[config.mk]
export PLATFORM = sky130hd
export DESIGN_NAME = mem_arbiter
export DESIGN_NICKNAME = d
export VERILOG_FILES = /design/src/rtl/mem_arbiter.sv
export SDC_FILE = /design/constraint.sdc
export NUM_CORES = 1
export LEC_CHECK = 0
export ABC_AREA = 1
export ABC_CLOCK_PERIOD_IN_PS = 4000
export CORE_MARGIN = 4
export CORE_UTILIZATION = 40
export CTS_CLUSTER_SIZE = 16
export DETAILED_ROUTE_END_ITERATION = 16
export DONT_BUFFER_PORTS = 1
export SLEW_MARGIN = 20
export SYNTH_ARGS = -nofsm -noshare
export SYNTH_HDL_FRONTEND = slang
export SYNTH_SLANG_ARGS = --single-unit
export TNS_END_PERCENT = 1
[constraint.sdc]
create_clock -name clk -period 4 [get_ports clk]
set_clock_uncertainty 0.1 [all_clocks]
set_input_delay 0.6 -clock clk [delete_from_list [all_inputs] [get_ports clk]]
set_output_delay 0.6 -clock clk [all_outputs]
set_load 0.1 [all_outputs]
[src/rtl/mem_arbiter.sv]
// mem_arbiter: serializes the fetch stage and the MEM stage of the 16-bit
// pipeline onto one single-port, fixed-latency unified memory.
// Data accesses win over fetch; there is no preemption once an access starts.
//
// Handshake: a requester raises its request level (if_req, or dm_re/dm_we)
// and holds it, with address/data stable, until it sees its one-cycle
// ready pulse; stall_* is high while a request is pending and ready is low.
//
// Optional feature: define MEM_ARB_IBUF_EN to add a one-entry fetch buffer
// {valid, tag, instruction} that lets a repeated fetch of the same address
// complete without a memory access.
module mem_arbiter #(
  parameter int ADDR_W  = 16,
  parameter int DATA_W  = 16,
  parameter int MEM_LAT = 4
) (
  input  logic              clk,
  input  logic              rst_n,
  // fetch port
  input  logic              i_if_req,
  input  logic [ADDR_W-1:0] i_if_addr,
  output logic [DATA_W-1:0] o_if_rdata,
  output logic              o_if_ready,
  // data port
  input  logic              i_dm_re,
  input  logic              i_dm_we,
  input  logic [ADDR_W-1:0] i_dm_addr,
  input  logic [DATA_W-1:0] i_dm_wdata,
  output logic [DATA_W-1:0] o_dm_rdata,
  output logic              o_dm_ready,
  // memory port
  output logic [ADDR_W-1:0] o_mem_addr,
  output logic              o_mem_re,
  output logic              o_mem_we,
  output logic [DATA_W-1:0] o_mem_wdata,
  input  logic [DATA_W-1:0] i_mem_rdata,
  // pipeline stalls and FSM observation
  output logic              o_stall_if,
  output logic              o_stall_dm,
  output logic [1:0]        o_dbg_state
);

  typedef enum logic [1:0] {
    IDLE   = 2'd0,
    BUSY_I = 2'd1,
    BUSY_D = 2'd2,
    DONE   = 2'd3
  } state_t;

  // Counter reload value: the access occupies MEM_LAT busy cycles.
  localparam logic [3:0] LAT_M1 = 4'(MEM_LAT - 1);

  state_t              r_state;
  state_t              w_next_state;
  logic [3:0]          r_cnt;
  logic [ADDR_W-1:0]   r_mem_addr;
  logic                r_mem_re;
  logic                r_mem_we;
  logic [DATA_W-1:0]   r_mem_wdata;
  logic [DATA_W-1:0]   r_if_rdata;
  logic [DATA_W-1:0]   r_dm_rdata;
  logic                r_if_ready;
  logic                r_dm_ready;

  logic                w_dm_req;
  logic                w_cnt_zero;
  logic                w_ib_hit;
  logic [DATA_W-1:0]   w_ib_data;

  assign w_dm_req   = i_dm_re | i_dm_we;
  assign w_cnt_zero = (r_cnt == 4'd0);

`ifdef MEM_ARB_IBUF_EN
  logic                r_ib_valid;
  logic [ADDR_W-1:0]   r_ib_tag;
  logic [DATA_W-1:0]   r_ib_data;

  assign w_ib_hit  = r_ib_valid && (r_ib_tag == i_if_addr);
  assign w_ib_data = r_ib_data;

  // Fetch buffer: refilled by every memory fetch, invalidated by a granted
  // data write to the buffered address so it never returns stale code.
  always_ff @(posedge clk or negedge rst_n) begin
    if (!rst_n) begin
      r_ib_valid <= 1'b0;
      r_ib_tag   <= '0;
      r_ib_data  <= '0;
    end else if (r_state == BUSY_I && w_cnt_zero) begin
      r_ib_valid <= 1'b1;
      r_ib_tag   <= r_mem_addr;
      r_ib_data  <= i_mem_rdata;
    end else if (r_state == IDLE && i_dm_we && i_dm_addr == r_ib_tag) begin
      r_ib_valid <= 1'b0;
    end
  end
`else
  assign w_ib_hit  = 1'b0;
  assign w_ib_data = '0;
`endif

  // State register.
  always_ff @(posedge clk or negedge rst_n) begin
    if (!rst_n) r_state <= IDLE;
    else        r_state <= w_next_state;
  end

  // Next-state logic: data before fetch, no preemption, one DONE cycle.
  always_comb begin
    w_next_state = r_state;
    case (r_state)
      IDLE: begin
        if (w_dm_req)      w_next_state = BUSY_D;
        else if (i_if_req) w_next_state = w_ib_hit ? DONE : BUSY_I;
      end
      BUSY_I, BUSY_D: begin
        if (w_cnt_zero) w_next_state = DONE;
      end
      DONE:    w_next_state = IDLE;
      default: w_next_state = IDLE;
    endcase
  end

  // Datapath: latch the granted access, hold it for MEM_LAT cycles, capture
  // read data in the last busy cycle and raise the winner's ready pulse.
  always_ff @(posedge clk or negedge rst_n) begin
    if (!rst_n) begin
      r_cnt       <= 4'd0;
      r_mem_addr  <= '0;
      r_mem_re    <= 1'b0;
      r_mem_we    <= 1'b0;
      r_mem_wdata <= '0;
      r_if_rdata  <= '0;
      r_dm_rdata  <= '0;
      r_if_ready  <= 1'b0;
      r_dm_ready  <= 1'b0;
    end else begin
      r_if_ready <= 1'b0;
      r_dm_ready <= 1'b0;
      case (r_state)
        IDLE: begin
          if (w_dm_req) begin
            // A write wins when both read and write are requested.
            r_mem_addr  <= i_dm_addr;
            r_mem_wdata <= i_dm_wdata;
            r_mem_we    <= i_dm_we;
            r_mem_re    <= ~i_dm_we;
            r_cnt       <= LAT_M1;
          end else if (i_if_req) begin
            if (w_ib_hit) begin
              r_if_rdata <= w_ib_data;
              r_if_ready <= 1'b1;
            end else begin
              r_mem_addr <= i_if_addr;
              r_mem_re   <= 1'b1;
              r_mem_we   <= 1'b0;
              r_cnt      <= LAT_M1;
            end
          end
        end
        BUSY_I: begin
          if (w_cnt_zero) begin
            r_if_rdata <= i_mem_rdata;
            r_mem_re   <= 1'b0;
            r_if_ready <= 1'b1;
          end else begin
            r_cnt <= r_cnt - 4'd1;
          end
        end
        BUSY_D: begin
          if (w_cnt_zero) begin
            // Writes leave the previously read data untouched.
            if (r_mem_re) r_dm_rdata <= i_mem_rdata;
            r_mem_re   <= 1'b0;
            r_mem_we   <= 1'b0;
            r_dm_ready <= 1'b1;
          end else begin
            r_cnt <= r_cnt - 4'd1;
          end
        end
        default: ;
      endcase
    end
  end

  assign o_if_rdata  = r_if_rdata;
  assign o_if_ready  = r_if_ready;
  assign o_dm_rdata  = r_dm_rdata;
  assign o_dm_ready  = r_dm_ready;
  assign o_mem_addr  = r_mem_addr;
  assign o_mem_re    = r_mem_re;
  assign o_mem_we    = r_mem_we;
  assign o_mem_wdata = r_mem_wdata;
  assign o_stall_if  = i_if_req & ~r_if_ready;
  assign o_stall_dm  = w_dm_req & ~r_dm_ready;
  assign o_dbg_state = r_state;

endmodule

==> metrics.md <==
| Metric | Value |
|---|---|
| Gpl congestion | just over 0.7 |
| First-pass GRT wire length | between 10 and 15 mm |
| Top-area cell type share of the netlist area | between 50% and 60% |
| Setup slack after placement | around 1.6 ns |
| Syn-to-layout area delta | 6.87% |
| Crit-path max FO | 2 |
| Port-buffer cells | 0 |
| Core area | 8260 µm² |
| Hold buffers post-CTS | 1 |
| Setup tns final | 0 ns |
| DRT Wirelength | roughly 7.7 mm |
| CP delay by family, top | simple AND/OR/NAND/NOR gates |
| RSZ-0062 raised after global routing | false |
| Sink Count | between 70 and 80 |
| # rows | 33 |
| CP startpoint kind | flop |
| Reg clk slew, reported paths | 0.08 ns |
| CTS HTree Levels | 3 |
| Post-synthesis cell count | between 300 and 400 |
| Syn Area/Cell | 8.64 µm² |
| DRC violation total after the first TritonRoute iteration | between 80 and 90 |
| Final setup viols | 0 |
| Vias/cell | roughly 4.9 |
| Die area | a little over 10000 µm² |
| Synthesis-stage register bit count | 74 |
| Cell variety after synth | 22 |
| Req. time, crit path | between 3 and 4 ns |
| Gr ovfl total | 0 |
| IO Pins | 141 |
| Via count | around 2.5k |
| Vias in the first global route | around 2.4k |
| PnR worst setup slack | approximately 1.2 ns |
| Largest net degree at the start of global routing | 75 |
| Antenna violations before repair | 0 |
| Nets | 470 |
| Critical path class | flop to primary output |
| Total Routing Usage GR | 15.4% |
| Post-synthesis sequential area ratio | around 54% |
| Avg WL per Cell | around 15 µm |
| Clock Latency Late Sink | 0.34 ns |
| Die height | roughly 100 µm |
| Critical-path top delay cell | nor2_2 |
| Cts repair resizes | 0 |
| Slew of the pin with the lowest slew margin | about 1.1 ns |
| Worst-path cell chain | nor2_2 |
| Fmax | around 360 MHz |
| Max_slew headroom | around 29% |
| Max incr delay on CP | 1.00 ns |
| Bufs and invs on worst path | 0 |
| Post-CTS Setup Bufs | 0 |
| Syn nets | 470 |
| Share of cells above drive strength 1 | between 15 and 20% |
| Die span in x | 100 µm |
| Remaining DRCs | 0 |
| Crit path arrival time | 2.08 ns |
| Crit path time final | between 2 and 3 ns |
| Antenna-violating nets left | 0 |
| Hold WC Path Type | input port to async pin |
| Fin area | roughly 3600 µm² |
| Area contributors post-synth | dfrtp_1, nand2_1, o21ai_2 |
| Critical path capture point type | primary output |
| Post-synth top area cell | dfrtp_1 |
| Pre-Repair DR Iteration Count | 5 |
| TritonCTS Buffers | 9 |
| Tcrit/Tclk final | a little over two thirds |
| Initial Utilization | between 40% and 50% |
| Hpwl dp | ~5.4 mm |
| Clock tree from TritonCTS | yes |
| Placed cells | roughly 500 |
| Fin. Hold Viols | 0 |
| Syn. warnings | 0 |
| Pins Over Slew Limit | 0 |
| Max Root-Sink Buffers | 2 |
| Root Buffer | clkbuf_8 |
| Max-cap violations | 0 |
| Synthesized area | approximately 3400 µm² |
| Placement Cell Area | 3440 µm² |
| Ant. Diodes | 0 |
| Fin cells | just over 500 |
| Outcome | finished, final reports clean |
| Filler cells | roughly 800 |
[kinds of logic (layout without fill, tap and decap cells)]
family          after synthesis  in the layout  share of synthesized area, %
compound gates               38             38                          8.34
xor+xnor                      1              1                         0.257
fa+ha+maj                     7              7                          2.57
buf+inv                      46             51                          7.24
flops                        74             74                          54.4
mux                           1              1                         0.294
simple gates                227            227                          26.9
[sequential cells by signal, indices dropped and copies added, names as in the netlist]
name and cells:
o_dbg_state 2, o_dm_rdata 16, o_dm_ready 1, o_if_rdata 16, o_if_ready 1, o_mem_addr 16, o_mem_re 1, o_mem_wdata 16
o_mem_we 1, r_cnt 4
[cell type report]
type / count / area, µm² / area share [%]
inverter: 29 / 109 / 2.99
clock buffer: 10 / 128 / 3.51
clock inverter: 6 / 42.5 / 1.17
tap: 105 / 131 / 3.61
timing repair buffer: 6 / 65.1 / 1.79
sequential: 74 / 1850 / 50.9
multi-input combinational: 274 / 1310 / 36.0
[layout by cell type, fill, tap and decap left out, drive strengths merged]
cell type / n
nand2: 195
dfrtp: 74
o21ai: 35
inv: 30
nand3: 21
nor2: 11
clkbuf: 10
ha: 7
buf: 6
a21oi: 3
clkinv: 3
clkinvlp: 2
mux2i: 1
xnor2: 1
[final timing paths]
kind | end | cells after the start | slack (ns) | from
worst min-delay path | o_dbg_state[1]$_DFFE_PN0P_ | 1 | 0.02 | rst_n
worst max-delay path | o_stall_dm | 1 | 1.22 | o_dm_ready$_DFF_PN0_
min in group clk | o_mem_wdata[6]$_DFFE_PN0P_ | 2 | 0.30 | i_dm_wdata[6]
worst max register to register | o_mem_addr[5]$_DFFE_PN0P_ | 8 | 1.88 | o_dbg_state[1]$_DFFE_PN0P_
worst min register to register | r_cnt[0]$_DFFE_PN0P_ | 2 | 0.41 | r_cnt[0]$_DFFE_PN0P_
max in group asynchronous | r_cnt[1]$_DFFE_PN0P_ | 1 | 3.44 | rst_n
[stage by stage]
step           utilization [%]  hold WS (ns)
4_1_cts                   44.1        0.0522
6_report                  44.1        0.0214
2_1_floorplan                -         0.204
5_1_grt                   44.1        0.0503
3_3_place_gp              41.7         0.208
3_5_place_dp              41.7         0.208
[layer usage]
metal  track usage [%]  wire (µm)
met1              18.6       3040
met2              25.1       3710
met3              6.74        837
met4              4.35         79
met5                 0          0
[cell usage after synthesis (all sizes together)]
cell      n
o21ai    35
ha        7
buf      16
dfrtp    74
inv      29
nand2   195
clkbuf    1
a21oi     3
nor2     11
mux2i     1
nand3    21
xnor2     1
Power is not shown: default switching activity piles up to over one toggle a cycle in this logic, so the estimate is an artifact.
